[src/rtl/imem_loader.sv]
// imem_loader
//   Writer side of the instruction store. Takes a program image as a
//   valid/ready byte stream (2-byte big-endian word count N, then 4*N bytes,
//   each word big-endian) and writes it one 32-bit word at a time at byte
//   addresses 0, 4, 8, ... The core is held off via cpu_hold while loading.
//
// Ports
//   clk, reset      rising-edge clock, synchronous active-high reset
//   start           one-cycle load request, honoured only while idle
//   in_data/in_valid/in_ready   byte stream handshake
//   mem_we/mem_addr/mem_data    one-cycle word write strobe, byte address, word
//   cpu_hold        high while a load is in progress (same as busy)
//   busy            load in progress
//   done            one-cycle pulse on successful completion
//   err             sticky: header count exceeded capacity; cleared by start/reset
//   words_loaded    words written in the current/last load
module imem_loader #(
  parameter int ADDR_WIDTH = 10,
  parameter int MAX_WORDS  = (2 ** ADDR_WIDTH) / 4
) (
  input  logic                  clk,
  input  logic                  reset,
  input  logic                  start,
  input  logic [7:0]            in_data,
  input  logic                  in_valid,
  output logic                  in_ready,
  output logic                  mem_we,
  output logic [ADDR_WIDTH-1:0] mem_addr,
  output logic [31:0]           mem_data,
  output logic                  cpu_hold,
  output logic                  busy,
  output logic                  done,
  output logic                  err,
  output logic [ADDR_WIDTH-2:0] words_loaded
);

  typedef enum logic [2:0] {
    IDLE   = 3'd0,
    HDR_HI = 3'd1,
    HDR_LO = 3'd2,
    DATA   = 3'd3,
    WRITE  = 3'd4,
    DONE   = 3'd5,
    ERROR  = 3'd6
  } state_t;

  state_t      state;
  state_t      state_nx;

  logic        xfer;
  logic [7:0]  n_hi;
  logic [15:0] n_cnt;
  logic [15:0] n_full;
  logic [23:0] word_acc;
  logic [1:0]  byte_idx;
  logic        last_word;

  assign xfer     = in_valid && in_ready;
  assign n_full   = {n_hi, in_data};
  assign cpu_hold = busy;

  // Compare on the full 16-bit count so oversized headers cannot alias.
  assign last_word = (16'(words_loaded) + 16'd1) == n_cnt;

  // Next state and the purely state-decoded outputs.
  always_comb begin
    state_nx = state;
    in_ready = 1'b0;
    mem_we   = 1'b0;
    done     = 1'b0;
    case (state)
      IDLE: begin
        if (start) state_nx = HDR_HI;
      end
      HDR_HI: begin
        in_ready = 1'b1;
        if (in_valid) state_nx = HDR_LO;
      end
      HDR_LO: begin
        in_ready = 1'b1;
        if (in_valid) begin
          if (n_full == 16'd0)                   state_nx = DONE;
          else if (n_full > 16'(MAX_WORDS))      state_nx = ERROR;
          else                                   state_nx = DATA;
        end
      end
      DATA: begin
        in_ready = 1'b1;
        if (in_valid && (byte_idx == 2'd3)) state_nx = WRITE;
      end
      WRITE: begin
        mem_we   = 1'b1;
        state_nx = last_word ? DONE : DATA;
      end
      DONE: begin
        done     = 1'b1;
        state_nx = IDLE;
      end
      ERROR: begin
        state_nx = IDLE;
      end
      default: state_nx = IDLE;
    endcase
  end

  // Control state and the registered outputs that must come up at zero.
  always_ff @(posedge clk) begin
    if (reset) begin
      state        <= IDLE;
      busy         <= 1'b0;
      err          <= 1'b0;
      words_loaded <= '0;
      byte_idx     <= 2'd0;
      mem_addr     <= '0;
      mem_data     <= 32'd0;
    end else begin
      state <= state_nx;
      case (state)
        IDLE: begin
          if (start) begin
            err          <= 1'b0;
            words_loaded <= '0;
            busy         <= 1'b1;
          end
        end
        HDR_LO: begin
          if (xfer) byte_idx <= 2'd0;
        end
        DATA: begin
          if (xfer) begin
            byte_idx <= byte_idx + 2'd1;
            // Output registers load on the 4th byte so the write cycle sees
            // a stable word while word_acc is free to collect the next one.
            if (byte_idx == 2'd3) begin
              mem_data <= {word_acc, in_data};
              mem_addr <= {words_loaded[ADDR_WIDTH-3:0], 2'b00};
            end
          end
        end
        WRITE: begin
          words_loaded <= words_loaded + 1'b1;
        end
        DONE: begin
          busy <= 1'b0;
        end
        ERROR: begin
          err  <= 1'b1;
          busy <= 1'b0;
        end
        default: ;
      endcase
    end
  end

  // Header and word assembly registers; contents are don't-care until loaded.
  always_ff @(posedge clk) begin
    if (xfer && (state == HDR_HI)) n_hi  <= in_data;
    if (xfer && (state == HDR_LO)) n_cnt <= n_full;
    if (xfer && (state == DATA))   word_acc <= {word_acc[15:0], in_data};
  end

endmodule

[config.mk]
export PLATFORM = sky130hd
export DESIGN_NAME = imem_loader
export DESIGN_NICKNAME = d
export VERILOG_FILES = /design/src/rtl/imem_loader.sv
export SDC_FILE = /design/constraint.sdc
export NUM_CORES = 1
export LEC_CHECK = 0
export BUFFER_PORTS_ARGS = -buffer_cell sky130_fd_sc_hd__buf_2
export CAP_MARGIN = 20
export CORE_MARGIN = 10
export CORE_UTILIZATION = 40
export CTS_CLUSTER_SIZE = 12
export DETAILED_ROUTE_END_ITERATION = 10
export PLACE_DENSITY_LB_ADDON = 0.1
export SLEW_MARGIN = 15
export SYNTH_ARGS = -nofsm -noshare
export SYNTH_HDL_FRONTEND = slang
export SYNTH_SLANG_ARGS = --single-unit
[constraint.sdc]
create_clock -name clk -period 2.8 [get_ports clk]
set_input_delay 0.56 -clock clk [delete_from_list [all_inputs] [get_ports clk]]
set_output_delay 0.56 -clock clk [all_outputs]
set_load 0.1 [all_outputs]
# --- Yosys cells after proc, flatten, opt, wreduce, memory -nomap -nowiden ---
# Index checks and enable logic that the tools add are counted.
classes:
  n_reduce_logical: 19
  eq_ne: 14
  mux: 20
  add_sub_neg: 3
  magnitude_cmp: 1
op_table:
  columns: ["op", "count"]
  rows:
  - ["3-bit two-way mux", 7]
  - ["9-bit one-hot mux with 2 select lines", 1]
  - ["10-bit by 16-bit == test with 1-bit output", 1]
  - ["16-bit by 9-bit > comparator with 1-bit output, second input constant", 1]
  - ["16-bit zero test", 1]
  - ["3-bit one-hot mux with 5 select lines", 1]
  - ["2-bit inequality test, second input constant", 6]
  - ["9-bit by 1-bit adder with 10-bit output, second input constant", 1]
  - ["9-bit by 1-bit adder with 9-bit output, second input constant", 1]
  - ["3-bit == test, second input constant", 3]
  - ["9-bit two-way mux", 1]
  - ["2-bit nonzero test", 4]
  - ["3-bit by 2-bit == test with 1-bit output, second input constant", 2]
  - ["2-bit AND reduction", 3]
  - ["3-bit AND reduction", 2]
  - ["1-bit logical AND", 5]
  - ["1-bit two-way mux", 5]
  - ["2-bit two-way mux", 2]
  - ["1-bit one-hot mux with 2 select lines", 2]
  - ["2-bit one-hot mux with 2 select lines", 1]
  - ["4-bit AND reduction", 1]
  - ["3-bit by 1-bit == test with 1-bit output, second input constant", 1]
  - ["3-bit zero test", 1]
  - ["3-bit OR reduction", 1]
  - ["other kinds (3)", 3]
totals:
  reg_bits: 104
  wordCells: 67
  out_inout_bits: 57

# --- Longest topological paths before layout ---
logic_depth:
  ltp_word: 6
  ltp_mapped: 9
  depth_no_buf: 7

# --- Least setup slack after synthesis ---
# Ideal clock, no wire load.
synth_timing:
  kind: "reg-to-reg"
  start: "reg words_loaded[0]"
  end: "reg state[2]"
  path_stages_with_launch: 8
  arrival_time_ns: 2.782
  slack_ns: -0.053
  cell_sequence: "dfxtp_1 -> ha_1 -> nand3_4 -> or4b_1 -> o211ai_1 -> a21oi_1 -> or4_1 -> a21oi_1"
synth_between:
  elab_chain_cells: 4
synth_rtl:
  columns: ["element", "line", "rtl"]
  rows:
  - ["start: declaration", "34", "output logic [ADDR_WIDTH-2:0] words_loaded"]
  - ["start signal: assignment", "141", "words_loaded <= words_loaded + 1'b1;"]
  - ["9-bit by 1-bit adder with 10-bit output", "63", "assign last_word = (16'(words_loaded) + 16'd1) == n_cnt;"]
  - ["10-bit by 16-bit == test with 1-bit output", "63", null]
  - ["3-bit two-way mux", "93", "state_nx = last_word ? DONE : DATA;"]
  - ["3-bit one-hot mux with 5 select lines", "71", "case (state)"]
  - ["end signal: assignment", "117", "state <= state_nx;"]
  - ["end: declaration", "47", "state_t state;"]
# Every way passes these cells.
# A chain may end at the register's enable or synchronous reset.

# --- Worst setup path in the final report ---
layout_timing:
  start: "reg state[0]"
  end: "out mem_we"
layout_between:
  elab_chain_cells: 2
layout_rtl:
  columns: ["element", "line", "rtl"]
  rows:
  - ["3-bit == test", "71", null]
  - ["1-bit two-way mux", "71", null]
  - ["end: declaration", "27", "output logic mem_we,"]
# Every way passes these cells.

==> reports/summary.txt <==
Die Ht = 120 um
Hold Buf Count CTS = 0
Vias in the first global route = 2763
Lkg Pwr = 1.64 nW
Syn Inst Count = 389
Hold slack = 445 ps
Initial antenna violation count = 0
Vias per inst = 5.00
Die area = 0.0144 mm^2
Final Util = 47.1%
Top achievable clock speed = 0.385 GHz
Seq/Total Area, Yosys = 64.1%
Tcrit/Tclk final = 92.8%
Netlist cell types = 40
Pwr Density = 591 mW/mm^2
RD Place Congestion = 0.845
Flops & latches, synth = 104
CP max FO = 11
Hpwl dp = 6070 um
Share of cells above drive strength 1 = 21.3%
Num CTS Buffers = 9
Die X = 120 um
Final Setup Violations = 0
Post-Route WL = 8770 um
Synthesized area per cell = 10.3 um^2
Clock H-tree levels = 3
Critical Path AT = 2040 ps
All-layer global routing usage = 12.2%
Clock buffer depth = 2
Resized cells post-CTS = 0
Reg2reg path depth = 7
Worst R2R End = state[2]$_SDFFE_PP0P_
Core Area = 0.00977 mm^2
Largest net degree at the start of global routing = 41
Post-synth top flop = dfxtp_1
RSZ-0062 raised after global routing = false
Synthesis Warnings = 0
Post-synth EDFFs = 48
Synthesis-to-finish area growth = 15.2%
CTS tree = done
Worst Path Class, Setup = reg -> out
Final Hold Viols = 0
DRC Markers = 0
Post-CTS Setup Bufs = 0
CP Capture Type = primary output
Critical Path Start = state[0]$_SDFFE_PP0P_
Skew final = 15.1 ps
Final #Nets = 459
Outcome = finished clean
Starting Density = 40.9%
Setup crit end = mem_we
DRC marker count from the first detailed-route iteration = 136
Post-place setup slack = 450 ps
Fillers = 970
Multi-input gate area = 0.00130 mm^2
Clk Latency, worst-skew pair = 360 ps
VDD IR-drop max = 0.212 mV
Drt wl/cell = 15.0 um
Post-synth top area share = 36.1%
Max-slew violation count = 0
Hold Crit Class = reg -> reg
Vias = 2914
Antenna-violating nets left = 0
Count leader, synth = nand2_1
R2R Setup Slk = 580 ps
Root Buffer = clkbuf_8
Top cells by area, synth = edfxtp_1 36%, dfxtp_1 28%, nand2_1 9.0%, a21oi_1 7.0%, xnor2_1 2.4%
I/O Buffers = 66
Crit path required time = 2240 ps
Worst rel slew slack = 60.4%
Post-synth ARST share = 0%
I/O Pins = 69
GRT overflow = 0
Clk slew on worst S/H paths = 110 ps
Worst r2r src = words_loaded[0]$_SDFFE_PP0P_
First-pass GRT wire length = 14300 um
Sequential Area = 0.00256 mm^2
Std-Cell Rows = 36
Router iterations before antenna repair = 5
Final setup margin = 202 ps
Commonest cells post-synth = 96 x nand2_1, 56 x a21oi_1, 56 x dfxtp_1
Synthesized area = 0.00400 mm^2
Maxcap violations = 0
Startpoint types = flip-flop
Antenna Cells = 0
Min Tclk post-route = 2600 ps
Dominant cell type by area after synthesis = edfxtp_1
Final TNS setup = 0 ps
Worst-margin pin slew = 594 ps
Clock tree sinks = 104
[critical path: stages (launching register included)]
cell     delay (ps)
dfxtp_1         420
nor2_2          290
nand2_1         280
inv_2           230
buf_2           460
[how the worst min path moves through the flow]
stage,slack (ps),from,cells after the start,endpoint
floorplan,430,word_acc[2]$_DFFE_PP_,0,word_acc[10]$_DFFE_PP_
global placement,430,word_acc[7]$_DFFE_PP_,0,word_acc[15]$_DFFE_PP_
detailed placement,430,word_acc[14]$_DFFE_PP_,0,word_acc[22]$_DFFE_PP_
CTS,440,in_data[2],1,word_acc[2]$_DFFE_PP_
global route,450,in_data[2],1,word_acc[2]$_DFFE_PP_
finish,450,word_acc[13]$_DFFE_PP_,0,word_acc[21]$_DFFE_PP_
[cells in the final DEF (no fill, tap or decap), types with 3 or more instances in the layout]
cell type / count
a211oi_1: 3
a21oi_1: 56
buf_2: 66
buf_4: 6
clkbuf_8: 9
dfxtp_1: 54
edfxtp_1: 48
inv_2: 3
nand2_1: 96
nand3_1: 4
nand4_1: 3
nor2_1: 22
nor3_1: 8
nor4_1: 9
o21ai_0: 7
xnor2_1: 11
xor2_1: 3
[where the power goes]
| part | internal [mW] | switching, mW |
|---|---|---|
| Sequential | 1.61 | 0.0206 |
| Clock | 0.347 | 0.547 |
| Combinational | 0.0420 | 0.156 |
| Total | 2.00 | 0.723 |
[cells by family (layout without fill, tap and decap cells)]
| kind of cell | after synthesis | after routing | share of synthesized area (%) |
|---|---|---|---|
| simple gates | 158 | 158 | 17.5 |
| flops | 104 | 104 | 64.1 |
| compound gates | 78 | 78 | 10.8 |
| buf+inv | 31 | 91 | 3.60 |
| xor+xnor | 14 | 14 | 3.07 |
| fa+ha+maj | 2 | 2 | 0.626 |
| other cells | 1 | 2 | 0.0938 |
| mux | 1 | 1 | 0.250 |
[cell type report]
| cell class | instances | share of cell area (%) |
|---|---|---|
| clock buffer | 10 | 2.77 |
| clock inverter | 6 | 1.25 |
| inverter | 3 | 0.245 |
| multi-input combinational | 255 | 28.2 |
| sequential | 104 | 55.7 |
| tap | 133 | 3.62 |
| timing repair buffer | 72 | 8.16 |
[per-stage QoR]
step                cells  instance area, um^2  power, mW
floorplan             390                 4000       1.81
CTS                   583                 4600       2.75
global placement      567                 4410       1.86
global route          583                 4600       2.83
detailed placement    567                 4410       1.86
finish                583                 4600       2.72
[metal layers]
metal  vias up  share of wire, %  GRT usage (%)
met5         -                 0              0
met4         0               1.4           4.07
met3        11               6.1           3.38
met2        68                45           19.2
met1      1380                47           15.9
li1       1455                 -              -
[state kept, by name, indices dropped and copies added (netlist names)]
register / count
err: 1
words_loaded: 9
mem_data: 32
byte_idx: 2
state: 3
n_cnt: 16
mem_addr: 8
word_acc: 24
busy: 1
n_hi: 8
(Power assumes the default switching activity.)
